**src/rtl/trap_pkg.sv**
```systemverilog
// rtl/trap_pkg.sv - shared width, cause codes and state encoding for the trap sequencer
package trap_pkg;

   localparam int XLEN = 32;

   localparam int unsigned EXC_INSTR_MISALIGNED = 0;
   localparam int unsigned EXC_ILLEGAL          = 2;
   localparam int unsigned EXC_BREAKPOINT       = 3;
   localparam int unsigned EXC_LD_MISALIGNED    = 4;
   localparam int unsigned EXC_ST_MISALIGNED    = 6;
   localparam int unsigned EXC_ECALL_M          = 11;

   typedef enum logic [1:0] {
      IDLE     = 2'd0,
      TRAP     = 2'd1,
      REDIRECT = 2'd2,
      RET      = 2'd3
   } trap_state_t;

endpackage

```
**src/rtl/trap_prio_enc.sv**
```systemverilog
// rtl/trap_prio_enc.sv - combinational exception priority encoder (cause and tval selection)
module trap_prio_enc
   import trap_pkg::*;
#(
   parameter int XLEN = trap_pkg::XLEN
) (
   input  logic [XLEN-1:0] pc_i,
   input  logic [XLEN-1:0] tval_i,
   input  logic            instr_misaligned_i,
   input  logic            illegal_instr_i,
   input  logic            ebreak_i,
   input  logic            ecall_i,
   input  logic            ld_misaligned_i,
   input  logic            st_misaligned_i,
   output logic            exc_o,
   output logic [XLEN-1:0] cause_o,
   output logic [XLEN-1:0] tval_o
);

   // highest-priority flag wins; ebreak reports its own pc, ecall reports zero
   always_comb begin
      exc_o   = instr_misaligned_i | illegal_instr_i | ebreak_i |
                ecall_i | ld_misaligned_i | st_misaligned_i;
      cause_o = '0;
      tval_o  = '0;
      if (instr_misaligned_i) begin
         cause_o = XLEN'(EXC_INSTR_MISALIGNED);
         tval_o  = tval_i;
      end else if (illegal_instr_i) begin
         cause_o = XLEN'(EXC_ILLEGAL);
         tval_o  = tval_i;
      end else if (ebreak_i) begin
         cause_o = XLEN'(EXC_BREAKPOINT);
         tval_o  = pc_i;
      end else if (ecall_i) begin
         cause_o = XLEN'(EXC_ECALL_M);
         tval_o  = '0;
      end else if (ld_misaligned_i) begin
         cause_o = XLEN'(EXC_LD_MISALIGNED);
         tval_o  = tval_i;
      end else if (st_misaligned_i) begin
         cause_o = XLEN'(EXC_ST_MISALIGNED);
         tval_o  = tval_i;
      end
   end

endmodule

```
**src/rtl/trap_ctrl.sv**
```systemverilog
// rtl/trap_ctrl.sv - machine-mode trap sequencer; optional TRAP_CNT_EN adds trap_cnt_o
module trap_ctrl
   import trap_pkg::*;
#(
   parameter int XLEN = trap_pkg::XLEN
) (
   input  logic            clk,
   input  logic            reset_n,
   input  logic            instr_v_i,
   input  logic [XLEN-1:0] pc_i,
   input  logic [XLEN-1:0] tval_i,
   input  logic            instr_misaligned_i,
   input  logic            illegal_instr_i,
   input  logic            ebreak_i,
   input  logic            ecall_i,
   input  logic            ld_misaligned_i,
   input  logic            st_misaligned_i,
   input  logic            mret_i,
   input  logic [XLEN-1:0] mtvec_q_i,
   input  logic [XLEN-1:0] mepc_q_i,
`ifdef TRAP_CNT_EN
   output logic [XLEN-1:0] trap_cnt_o,
`endif
   output logic            ready_o,
   output logic            exception_q_o,
   output logic [XLEN-1:0] mcause_q_o,
   output logic [XLEN-1:0] mtval_q_o,
   output logic [XLEN-1:0] mepc_q_o,
   output logic            flush_v_o,
   output logic            redirect_v_o,
   output logic [XLEN-1:0] redirect_pc_o
);

   trap_state_t     state_q, state_d;
   logic [XLEN-1:0] mcause_q, mcause_d;
   logic [XLEN-1:0] mtval_q, mtval_d;
   logic [XLEN-1:0] mepc_q, mepc_d;

   logic            exc;
   logic [XLEN-1:0] enc_cause;
   logic [XLEN-1:0] enc_tval;

   trap_prio_enc #(.XLEN(XLEN)) u_prio_enc (
      .pc_i               (pc_i),
      .tval_i             (tval_i),
      .instr_misaligned_i (instr_misaligned_i),
      .illegal_instr_i    (illegal_instr_i),
      .ebreak_i           (ebreak_i),
      .ecall_i            (ecall_i),
      .ld_misaligned_i    (ld_misaligned_i),
      .st_misaligned_i    (st_misaligned_i),
      .exc_o              (exc),
      .cause_o            (enc_cause),
      .tval_o             (enc_tval)
   );

   // next state, CSR capture on accept, and state-decoded outputs
   always_comb begin
      state_d       = state_q;
      mcause_d      = mcause_q;
      mtval_d       = mtval_q;
      mepc_d        = mepc_q;
      ready_o       = 1'b0;
      exception_q_o = 1'b0;
      flush_v_o     = 1'b0;
      redirect_v_o  = 1'b0;
      redirect_pc_o = '0;
      unique case (state_q)
         IDLE: begin
            ready_o = 1'b1;
            if (instr_v_i) begin
               if (exc) begin
                  state_d  = TRAP;
                  mcause_d = enc_cause;
                  mtval_d  = enc_tval;
                  mepc_d   = pc_i & ~XLEN'(1);
               end else if (mret_i) begin
                  state_d = RET;
               end
            end
         end
         TRAP: begin
            exception_q_o = 1'b1;
            flush_v_o     = 1'b1;
            state_d       = REDIRECT;
         end
         REDIRECT: begin
            // mtvec sampled now so a just-committed mtvec write is seen; always base mode
            redirect_v_o  = 1'b1;
            redirect_pc_o = {mtvec_q_i[XLEN-1:2], 2'b00};
            flush_v_o     = 1'b1;
            state_d       = IDLE;
         end
         RET: begin
            redirect_v_o  = 1'b1;
            redirect_pc_o = mepc_q_i & ~XLEN'(3);
            flush_v_o     = 1'b1;
            state_d       = IDLE;
         end
         default: state_d = IDLE;
      endcase
   end

   // state and captured CSR values
   always_ff @(posedge clk or negedge reset_n) begin
      if (!reset_n) begin
         state_q  <= IDLE;
         mcause_q <= '0;
         mtval_q  <= '0;
         mepc_q   <= '0;
      end else begin
         state_q  <= state_d;
         mcause_q <= mcause_d;
         mtval_q  <= mtval_d;
         mepc_q   <= mepc_d;
      end
   end

   assign mcause_q_o = mcause_q;
   assign mtval_q_o  = mtval_q;
   assign mepc_q_o   = mepc_q;

`ifdef TRAP_CNT_EN
   logic [XLEN-1:0] trap_cnt_q, trap_cnt_d;

   // one count per strobe cycle, wrapping naturally at all-ones
   always_comb begin
      trap_cnt_d = trap_cnt_q;
      if (exception_q_o) begin
         trap_cnt_d = trap_cnt_q + XLEN'(1);
      end
   end

   // trap counter register
   always_ff @(posedge clk or negedge reset_n) begin
      if (!reset_n) begin
         trap_cnt_q <= '0;
      end else begin
         trap_cnt_q <= trap_cnt_d;
      end
   end

   assign trap_cnt_o = trap_cnt_q;
`endif

endmodule

```
**config.mk**
```make
export PLATFORM = sky130hd
export DESIGN_NAME = trap_ctrl
export DESIGN_NICKNAME = d
export VERILOG_FILES = /design/src/rtl/trap_pkg.sv /design/src/rtl/trap_prio_enc.sv /design/src/rtl/trap_ctrl.sv
export SDC_FILE = /design/constraint.sdc
export NUM_CORES = 1
export LEC_CHECK = 0
export ABC_AREA = 1
export CORE_MARGIN = 5
export CORE_UTILIZATION = 35
export DETAILED_ROUTE_END_ITERATION = 16
export GPL_ROUTABILITY_DRIVEN = 0
export PLACE_DENSITY = 0.75
export SLEW_MARGIN = 25
export SYNTH_ARGS = -nofsm -noshare
export SYNTH_HDL_FRONTEND = slang
export SYNTH_HIERARCHICAL = 1
export SYNTH_SLANG_ARGS = --single-unit
```
**constraint.sdc**
```tcl
create_clock -name clk -period 1.3 [get_ports clk]
set_clock_uncertainty 0.1 [all_clocks]
set_input_delay 0.26 -clock clk [delete_from_list [all_inputs] [get_ports clk]]
set_output_delay 0.26 -clock clk [all_outputs]
set_load 0.02 [all_outputs]
```
Word-level counts from Yosys, hierarchy flattened

Cells that the tools add are included.

Register bits after elaboration: 97
Logic and storage cells: 40
Input port bits: 138
Output and inout bits: 132

Equality and inequality tests: 5
Reduce and logical (&&, ||, !) cells: 5
Bitwise logic cells: 5
Multiplexer cells: 21

Operator list:

| kind                 | count |
|---|---|
| $mux W32             | 11 |
| $pmux W32 S2         | 1 |
| $mux W2              | 3 |
| $pmux W2 S3          | 1 |
| $or A1 B1 Y1         | 5 |
| $eq A2 B2 Y1 const B | 2 |
| $mux W1              | 4 |
| $mux W3              | 1 |
| $ne A3 B3 Y1 const B | 1 |
| $reduce_and A3 Y1    | 1 |
| $reduce_or A3 Y1     | 1 |
| $eq A2 B1 Y1 const B | 1 |
| $logic_not A2 Y1     | 1 |
| $ne A2 B2 Y1 const B | 1 |
| $reduce_and A2 Y1    | 1 |
| $reduce_or A2 Y1     | 1 |

Logic depth before layout (Yosys ltp)

Depth in word-level cells: 8
Gate-level depth with buffers: 10
Mapped depth without buffers: 8

Cells and area by module

The synthesis kept the hierarchy.

Modules (own cells, without submodules):

| module        | times used | area an instance (um^2) | sequential area each (um^2) | cells each |
|---|---|---|---|---|
| trap_ctrl     | 1          | 4357.9                  | 2427.3                      | 535 |
| trap_prio_enc | 1          | 862.1                   | 0.0                         | 154 |

Worst setup path before layout

Ideal clock, no wire load.

Path kind: input-to-reg
Start: in instr_misaligned_i
End: reg mepc_q[30] (netlist: mepc_q_o[30])
Setup time: 117 ps
Cell stages on the path: 9
Arrival: 1285 ps
Path slack: -202 ps
Buffers on the path: 3
Required time: 1083 ps
Path through: nor2_8 > buf_4 > nand4_1 > nand2_1 > inv_2 > buf_2 > buf_2 > nand3_1 > nand2_1

Word-level cells in the longest chain between the ends: 6

Ends and longest elaborated chain:

| what                        | RTL line            | text |
|---|---|---|
| start, declared             | trap_ctrl.sv:12     | `input logic instr_misaligned_i,` |
| $or A1 B1 Y1 (3 in a row)   | trap_prio_enc.sv:22 | `exc_o = instr_misaligned_i \| illegal_instr_i \| ebreak_i \|` |
| $or A1 B1 Y1 (2 in a row)   | trap_prio_enc.sv:23 | `ecall_i \| ld_misaligned_i \| st_misaligned_i;` |
| named net exc               | trap_ctrl.sv:39     | `logic exc;` |
| $reduce_and A3 Y1 (no line) | --                  |  |
| end signal, assigned        | trap_ctrl.sv:115    | `mepc_q <= mepc_d;` |
| end, declared               | trap_ctrl.sv:37     | `logic [XLEN-1:0] mepc_q, mepc_d;` |

The timed path passes the listed nets, and every way through them passes these cells.
A chain may end at the register's enable or synchronous reset.

Worst setup path in the final report

Start: reg state_q[0]
End: out redirect_pc_o[14]

Word-level cells in the longest chain between the ends: 2
Elaborated cells between the ends (all ways): 3
Those cells by class: eq/ne: 2; mux: 1

Ends and longest elaborated chain:

| what                   | RTL line         | text |
|---|---|---|
| start, declared        | trap_ctrl.sv:34  | `trap_state_t state_q, state_d;` |
| start signal, assigned | trap_ctrl.sv:112 | `state_q <= state_d;` |
| $eq A2 B2 Y1           | trap_ctrl.sv:68  | `unique case (state_q)` |
| $pmux W32 S2 *         | trap_ctrl.sv:68  |  |
| end, declared          | trap_ctrl.sv:31  | `output logic [XLEN-1:0] redirect_pc_o` |

Mark *: on every way between the ends. The rest lies on a longest branch, timed or not.

==> metrics.txt <==
run status=complete, but fails checks; failing checks=setup timing; setup repair after global routing missed its margin=true; startpoint of the worst setup timing path=state_q[0]; total power=~14 mW; number of nets with antenna violations after detailed routing=0; library cell with the largest summed area after synthesis=sky130_fd_sc_hd__dfrtp_1; root buffer selected by CTS=sky130_fd_sc_hd__clkbuf_16; Die Area=17460 sq um; Startpoint Class=flop; PnR worst setup slack=-0.4996 ns; maximum number of pins on one net before global-route repair=between 40 and 50; Die Width=around 130 um; Leakage=5.178 nW; CP Class=reg -> out; hold_ws=~0.20 ns; final period utilization=138.4%; fraction of synthesized cell area taken by the top area cell type=between 40% and 50%; Peak VDD IR=around 0.70 mV; TritonCTS clock tree=done; aggregate negative setup slack=-36.76 ns; total gr overflow=0; Total GRT Usage=between 20% and 30%; total CTS buffers=9; power density relative to cell area=about 1400 nW/um^2; Placement Rows=44; number of hold-slack violations in the final timing report=0; critical path required time=between 0.9 and 1 ns; clock insertion delay at the later pin of the skew report=between 0.3 and 0.4 ns; max-slew violation count=0; clock buffer depth=2; number of failing setup endpoints in the final timing report=129; via count of the first global-routing pass=6091; final routed wire length divided by cell count=19.25 um; number of clock sinks=97; height of the chip=around 130 um; Initial Util=between 30% and 40%; fraction of final layout cells sized beyond drive strength 1=around half; port bufs=262; highest-delay cell along the critical path=sky130_fd_sc_hd__dfrtp_2; Via density=roughly 5; synth unique cells=19; cells on worst reg2reg path=9; kind of end point of the critical path=output pin; DP Cell Count=~1100; crit path max fanout=7; leading cell type in the layout, fill and taps excluded=sky130_fd_sc_hd__nand2_1; antenna violations before repair=1; register clock-pin slew on the reported worst setup and hold paths=roughly 0.080 ns; Syn Inst Count=just under 700; commonest cells after routing, fill and taps aside=sky130_fd_sc_hd__nand2_1 (168), sky130_fd_sc_hd__clkdlybuf4s50_1 (126), sky130_fd_sc_hd__nand2_2 (103); cells taking the most area after synthesis=sky130_fd_sc_hd__dfrtp_1 (47%), sky130_fd_sc_hd__nand2_1 (20%), sky130_fd_sc_hd__nand3_1 (18%); longest individual stage delay on the worst path=between 0.4 and 0.5 ns; FF+latch count, synth=97; detailed-route DRC error count=0; length of the first detailed-routing pass in iterations=5; sequential cell area fraction in the yosys report=around 47%; series of cell instances along the critical path=clkinv_4, clkbuf_16, nand3_2, nand2_2, buf_6; # IOs=270; core footprint=~15000 sq um; highest achievable clock rate=between 0.5 and 0.6 GHz; final period demand of the worst path=approximately 1.8 ns; number of standard cells in the final layout excluding fillers=1223; mean area per synthesized cell=approximately 7.6 sq um; utilization after layout=70.92%; DP Wirelength=13.40 mm; first-pass GRT wire length=around 34 mm; level count of the clock H-tree=3; net count reported at finish=1171; source of the worst register-to-register timing path=state_q[1]; mapped cell area=between 5000 and 6000 sq um; path class of the lowest-slack min-delay path=in -> async; Max Cap Violations=0; slack of the worst reg-to-reg path=-0.33 ns; drt total wl=~24 mm; r2r endpoint=mtval_q_o[19]; Layout area overhead=98.20%; CP endpoint=redirect_pc_o[14]; violation count after the first detailed-routing iteration=roughly 340; via count of the routed design=6147; yosys synthesis warning count=6; data arrival time of the critical path=1.44 ns
-- synthesized netlist by cell type --
| library cell | count |
|---|---|
| sky130_fd_sc_hd__buf_1 | 3 |
| sky130_fd_sc_hd__buf_12 | 1 |
| sky130_fd_sc_hd__buf_2 | 23 |
| sky130_fd_sc_hd__buf_4 | 41 |
| sky130_fd_sc_hd__buf_6 | 4 |
| sky130_fd_sc_hd__clkbuf_1 | 14 |
| sky130_fd_sc_hd__conb_1 | 2 |
| sky130_fd_sc_hd__dfrtp_1 | 97 |
| sky130_fd_sc_hd__inv_1 | 11 |
| sky130_fd_sc_hd__inv_2 | 1 |
| sky130_fd_sc_hd__nand2_1 | 280 |
| sky130_fd_sc_hd__nand2_2 | 11 |
| sky130_fd_sc_hd__nand2_4 | 1 |
| sky130_fd_sc_hd__nand2_8 | 1 |
| sky130_fd_sc_hd__nand3_1 | 187 |
| sky130_fd_sc_hd__nand4_1 | 2 |
| sky130_fd_sc_hd__nor2_1 | 5 |
| sky130_fd_sc_hd__nor2_8 | 3 |
| sky130_fd_sc_hd__o21ai_0 | 2 |
-- per-stage QoR --
stage	worst slack [ns]	instance area (sq um)
after global routing	-0.5485	10350
after global placement	-0.7302	8243
after CTS	-0.4831	9573
after detailed placement	-0.8042	8243
final	-0.4996	10350
after floorplan	-0.1445	5578
-- critical path: cells and delay by family, from the launching register on --
family                 cells  cell delay [ns]
flip-flops                 1             0.48
AND/OR/NAND/NOR            2             0.13
buffers and inverters      3             0.48
-- report_power, final --
part	switching [mW]	internal [mW]	total [mW]
registers	0.544	3.77	4.31
logic	3.79	3.43	7.22
clock network	1.26	1.32	2.58
-- area by class of cell --
| cell class | count | area [sq um] |
|---|---|---|
| fillers | 1095 | 4243 |
| clock buffers | 10 | 229.0 |
| repair buffers | 388 | 4105 |
| well taps | 184 | 230.2 |
| diodes | 1 | 2.502 |
| multi-input cells | 525 | 3244 |
| flip-flops and latches | 97 | 2430 |
| inverters | 12 | 55.05 |
| clock inverters | 6 | 50.05 |
-- logic make-up (layout without fill, tap and decap cells) --
| kind of cell | count (synthesis) | in the layout | synth area share [%] |
|---|---|---|---|
| flops | 97 | 97 | 46.50 |
| other cells | 2 | 32 | 0.1439 |
| compound gates | 2 | 2 | 0.1918 |
| buf+inv | 98 | 416 | 11.43 |
| simple gates | 490 | 492 | 41.73 |
-- routing by layer --
metal  up-vias  GRT usage (%)  routed length, um
li1       2866              -                  -
met1      2897          31.38               9112
met2       334          40.96              11540
met3        50          6.870               2232
met4         0          8.800                666
met5         -              0                  0
-- worst min-delay path by stage --
stage / cells past startpoint / start / to
5_1_grt: 2 / reset_n / mepc_q_o[17]
4_1_cts: 2 / reset_n / mepc_q_o[17]
3_5_place_dp: 1 / reset_n / mepc_q_o[17]
2_1_floorplan: 0 / reset_n / mcause_q_o[0]
3_3_place_gp: 1 / reset_n / mepc_q_o[17]
6_report: 2 / reset_n / mepc_q_o[17]
-- flip-flops by register name, indices dropped and copies added (netlist names) --
| signal | count |
|---|---|
| state_q | 2 |
| mtval_q_o | 32 |
| mcause_q_o | 32 |
| mepc_q_o | 31 |
-- repair_timing --
action | CTS | global route
gates cloned | 25 | 4
hold buffers | 1 | 0
setup endpoints to repair | 222 | 161
hold endpoints to repair | 97 | 0
pin swaps | 48 | 30
resized for setup | 719 | 191
buffers inserted | 32 | 35
No activity file was read; power rests on OpenSTA's default activity.
==> patch 1 (same flow settings) <==
Change the package constant `XLEN` from 32 to 16.
--- a/src/rtl/trap_pkg.sv
+++ b/src/rtl/trap_pkg.sv
@@ -2,5 +2,5 @@
 package trap_pkg;
 
-   localparam int XLEN = 32;
+   localparam int XLEN = 16;
 
    localparam int unsigned EXC_INSTR_MISALIGNED = 0;
Ports: changed (8 resized); port bits go from 270 to 142. The function was not compared with the original's and may differ.
==> patch 1 against the unedited design <==
  * The run still ends with negative setup slack left
  * Sequential cell count decreased by 48
  * Synthesized cell count shrank 48%
  * Design area fell by 59%
  * Wire length shrank 64%
  * Clock power is 66% lower
  * Critical path depth unchanged
  * Area after synthesis shrank 47%
  * Worst setup slack improved by 0.14 ns
  * Power decreased by 61%
  * Critical path type unchanged
  * Largest power group unchanged
==> patch 1: results (changes against the unedited design) <==
| Step | Result | Value | Change |
|:---|:---|:---|:---|
| final layout | Proportion of layout cells with a drive suffix above 1 | 31.74% | -16 points |
| critical path | Worst-path cell with the longest stage delay | sky130_fd_sc_hd__dfrtp_1 |  |
| status | Outcome | complete, but fails checks |  |
| timing | Worst Setup Slack, final | -0.3636 ns | +0.1360 ns |
| critical path | Worst reg2reg path depth | 8 | -1 |
| global route | Antenna violations before repair | 0 | -1 |
| detailed routing | Pre-Repair DR Iteration Count | 4 | -1 |
| placement | IO buf count | 134 | -49% |
| status | Failing checks | negative setup slack |  |
| critical path | Largest fanout on the critical path | 15 | +8 |
| detailed routing | Sum of routed wire length over all layers | 8.556 mm | -64% |
| final layout | Net total in the final layout | 574 | -51% |
| global route | Pin count of the biggest net entering global routing | 50 | +14% |
| logic synthesis | Post-synth cell types | 17 | -2 |
| critical path | Category of cells accounting for the largest share of critical-path delay | buffers and inverters |  |
| global route | GRT Overall Usage | 17.28% | -7.6 points |
| detailed routing | Drt via density | 4.731 | -5.9% |
| detailed routing | DRC marker count from the first detailed-route iteration | 116 | -66% |
| power and ir drop | Leakage power | 2.270 nW | -56% |
| detailed routing | Routed wirelength normalized by instance count | 14.19 um | -26% |
| logic synthesis | Syn_area_per_cell | 7.700 um2 | +1.6% |
| logic synthesis | Cells taking the most area after synthesis | sky130_fd_sc_hd__dfrtp_1, sky130_fd_sc_hd__nand2_1, sky130_fd_sc_hd__nand3_1, sky130_fd_sc_hd__buf_4, sky130_fd_sc_hd__nand2_2 |  |
| hold path | Worst hold path class | input pin to flip-flop |  |
| critical path | Delay of the slowest cell on the worst path | 0.41 ns | -0.07 ns |
| timing | Total setup violations reported at the end of the flow | 66 | -49% |
| power and ir drop | Worst IR drop on VDD | 0.6230 mV | -11% |
| placement | DP Cell Count | 588 | -48% |
| global route | Wire length of the first global-routing pass | 13.86 mm | -60% |
| global route | Vias in the first global route | 2800 | -54% |
| logic synthesis | Commonest cells in the netlist | sky130_fd_sc_hd__nand2_1, sky130_fd_sc_hd__nand3_1, sky130_fd_sc_hd__dfrtp_1 |  |
| placement | Total half-perimeter wirelength after legalization and detailed placement | 6.281 mm | -53% |
[patch 1: report_power, final]
group          internal [mW]  total [mW]  switching, mW
clock                  0.372       0.885          0.512
combinational           1.03        2.49           1.46
sequential              1.89        2.09          0.203
[patch 1: worst min-delay path, cell delays in order]
cell and delay (ns):
sky130_fd_sc_hd__dlymetal6s2s_1 0.18, sky130_fd_sc_hd__nand2_1 0.09, sky130_fd_sc_hd__nor2_1 0.03, sky130_fd_sc_hd__nand3_1 0.06
sky130_fd_sc_hd__nand2_1 0.05
[patch 1: layout make-up]
cell class	count	area share (%)
timing repair buffer	165	33.73
clock buffer	5	1.623
sequential	49	28.95
inverter	12	1.121
multi-input combinational	267	31.16
clock inverter	3	0.4131
tap	102	3.010
[patch 1: metal layers]
metal  global-route usage, %  vias up  wire length [um]
met2                   29.12      141              4215
met4                   4.622        0                21
met1                   22.35     1320              3774
met3                   3.963        2               544
li1                        -     1390                 -
met5                       0        -                 0
[patch 1: how the worst max path moves through the flow]
stage,startpoint,endpoint,slack [ns],depth (start not counted)
floorplan,illegal_instr_i,mcause_q_o[0],-0.17,10
global placement,mepc_q_i[13],redirect_pc_o[13],-0.58,4
detailed placement,mepc_q_i[13],redirect_pc_o[13],-0.59,4
CTS,state_q[1],flush_v_o,-0.37,5
global route,state_q[1],redirect_pc_o[5],-0.44,4
finish,state_q[1],redirect_pc_o[14],-0.36,5
[patch 1: cells by family (layout without fill, tap and decap cells)]
group	after synthesis	count (layout)	share of synthesized area [%]
flops	49	49	44.61
compound gates	2	2	0.3641
simple gates	250	250	41.97
buf+inv	54	185	12.79
other cells	2	15	0.2732
[patch 1: stage by stage]
step                      instance area [um2]  total power, mW  hold WS [ns]  worst slack (ns)  util (%)
final                                    4240            5.462        0.3137           -0.3636     55.16
after global routing                     4240            5.817        0.3347           -0.4373     55.16
after CTS                                4174            5.479        0.3773           -0.3661     54.30
after detailed placement                 4213            4.814        0.1706           -0.5850     54.80
after global placement                   4213            4.774        0.1667           -0.5802     54.80
after floorplan                          2870            3.466       -0.1356           -0.1677         -
[patch 1: timing repair]
action	in CTS	in global routing
gates cloned	1	0
hold buffers	1	0
endpoints found under the setup margin	113	67
resized for setup	295	21
endpoints found under the hold margin	49	0
pin swaps	4	0
buffers inserted	6	0
==> patch 2 (same flow settings) <==
Made on the original files. Encoding of `trap_state_t`: now one-hot (4 bits for 4 states).
--- a/src/rtl/trap_pkg.sv
+++ b/src/rtl/trap_pkg.sv
@@ -11,9 +11,9 @@
    localparam int unsigned EXC_ECALL_M          = 11;
 
-   typedef enum logic [1:0] {
-      IDLE     = 2'd0,
-      TRAP     = 2'd1,
-      REDIRECT = 2'd2,
-      RET      = 2'd3
+   typedef enum logic [3:0] {
+      IDLE     = 4'b0001,
+      TRAP     = 4'b0010,
+      REDIRECT = 4'b0100,
+      RET      = 4'b1000
    } trap_state_t;
 
Formal check against the unedited RTL: same outputs for any inputs over 4 cycles, from zero or initial values and one cycle with reset_n low; so few cycles prove little.
==> patch 2 against the unedited design <==
  * The run still ends with negative setup slack left
  * Worst setup slack worse by 0.16 ns
  * Non-clock buffer count up 2
  * Sequential cell count up 2
  * Design area up 4.2%
  * Area after synthesis up 3.7%
  * Critical path depth unchanged
  * Wire length up 4.7%
Power is not compared: it rests on default switching activity, and its combinational part moved more than twofold at a synthesized area within 25%.
==> patch 2: results (changes against the unedited design) <==
| Step | Result | Value | Change |
|:---|:---|:---|:---|
| final layout | Proportion of layout cells with a drive suffix above 1 | 43.99% | -4.1 points |
| status | Failing checks | negative setup slack |  |
| die | Die Area | 18060 um2 | +3.4% |
| critical path | Crit Reg-Reg Endpoint | mtval_q_o[8] |  |
| detailed routing | Pre-Repair DR Iteration Count | 5 | unchanged |
| run | Max-cap violations | 0 | unchanged |
| logic synthesis | Commonest cells in the netlist | sky130_fd_sc_hd__nand2_1, sky130_fd_sc_hd__dfrtp_1, sky130_fd_sc_hd__nand4_1 |  |
| critical path | Delay of the slowest cell on the worst path | 0.41 ns | -0.07 ns |
| critical path | Worst reg2reg path depth | 11 | +2 |
| logic synthesis | Async set-or-reset flop fraction in the synthesized netlist | 100.0% | unchanged |
| final layout | Ant. Diodes | 0 | -1 |
| global route | Antenna violations before repair | 0 | -1 |
| hold path | Worst hold path class | input pin to async pin |  |
| critical path | Largest fanout on the critical path | 14 | +7 |
| global route | Wire length of the first global-routing pass | 34.63 mm | +0.72% |
| detailed routing | DRC marker count from the first detailed-route iteration | 539 | +58% |
| critical path | R2R Path Start | state_q[0] |  |
| critical path | Worst-path cell with the longest stage delay | sky130_fd_sc_hd__dfrtp_1 |  |
| logic synthesis | Post-synth cell types | 25 | +6 |
| placement | Place WS | -0.7467 ns | +0.05745 ns |
| global route | Pin count of the biggest net entering global routing | 36 | -18% |
| status | Outcome | complete, but fails checks |  |
| global route | GRT Overall Usage | 24.37% | -0.50 points |
| detailed routing | Sum of routed wire length over all layers | 24.66 mm | +4.7% |
| timing | Worst Setup Slack, final | -0.6614 ns | -0.1618 ns |
| detailed routing | Drt via density | 5.270 | +4.9% |
| global route | Vias in the first global route | 6143 | +0.85% |
| timing | Total setup violations reported at the end of the flow | 133 | +3.1% |
| critical path | Register-to-register path setup slack | -0.59 ns | -0.26 ns |
| final layout | Net total in the final layout | 1182 | +0.94% |
| logic synthesis | Sequential area share after synthesis | 45.78% | -0.72 points |
| placement | Total half-perimeter wirelength after legalization and detailed placement | 13.77 mm | +2.7% |
| logic synthesis | Cells taking the most area after synthesis | sky130_fd_sc_hd__dfrtp_1, sky130_fd_sc_hd__nand2_1, sky130_fd_sc_hd__nand4_1, sky130_fd_sc_hd__nand3_1, sky130_fd_sc_hd__buf_4 |  |
## patch 2: what timing repair did
item / 4_1_cts / 5_1_grt
hold endpoints to repair: 98 / 0
buffers inserted: 22 / 37
resized for setup: 683 / 223
pin swaps: 60 / 60
setup endpoints to repair: 227 / 163
cloned: 22 / 10
hold buffers: 1 / 0
## patch 2: layout make-up
| cell class | instances | area [um2] |
|---|---|---|
| flip-flops and latches | 99 | 2480 |
| clock inverters | 5 | 60.06 |
| multi-input cells | 501 | 3282 |
| clock buffers | 10 | 239.0 |
| fillers | 1104 | 4424 |
| well taps | 188 | 235.2 |
| repair buffers | 390 | 4307 |
| inverters | 43 | 175.2 |
## patch 2: metal layers
layer | part of all wire [%] | track usage [%]
met1 | 37 | 29.88
met2 | 50 | 41.79
met4 | 4.3 | 8.993
met5 | 0 | 0
met3 | 8.8 | 5.776
## patch 2: worst max path at each step
stage                               start          endpoint  slack [ns]  depth (start not counted)
after floorplan           illegal_instr_i     mtval_q_o[12]       -0.22                         10
after global placement            ecall_i     mcause_q_o[1]       -0.77                          9
after global routing           state_q[1]  redirect_pc_o[9]       -0.74                          5
after detailed placement          ecall_i    mcause_q_o[27]       -0.75                          9
final                          state_q[1]  redirect_pc_o[9]       -0.66                          5
after CTS                      state_q[1]  redirect_pc_o[2]       -0.71                          5
## patch 2: cell families after synthesis
logic type / Yosys count / synth area share [%]
AOI/OAI and AO/OA: 32 / 2.958
buffers and inverters: 133 / 12.85
and+or+nand+nor: 438 / 38.27
DFF: 99 / 45.78
other: 2 / 0.1387
## patch 2: where the power goes
part	total (mW)	internal (mW)	switching (mW)
Combinational	14.5	7.04	7.46
Clock	2.79	1.55	1.24
Sequential	5.67	4.52	1.15
## patch 2: per-stage QoR
stage | setup TNS, ns | hold slack [ns] | instances | total power [mW] | cell area [um2]
after floorplan | -23.49 | -0.1356 | 733 | 10.48 | 6126
after global placement | -95.08 | 0.04666 | 1138 | 15.00 | 8763
after detailed placement | -93.01 | 0.04080 | 1138 | 15.16 | 8763
after CTS | -65.53 | 0.2243 | 1195 | 19.41 | 9677
after global routing | -79.81 | 0.2497 | 1236 | 23.96 | 10780
final | -71.25 | 0.2390 | 1236 | 22.96 | 10780
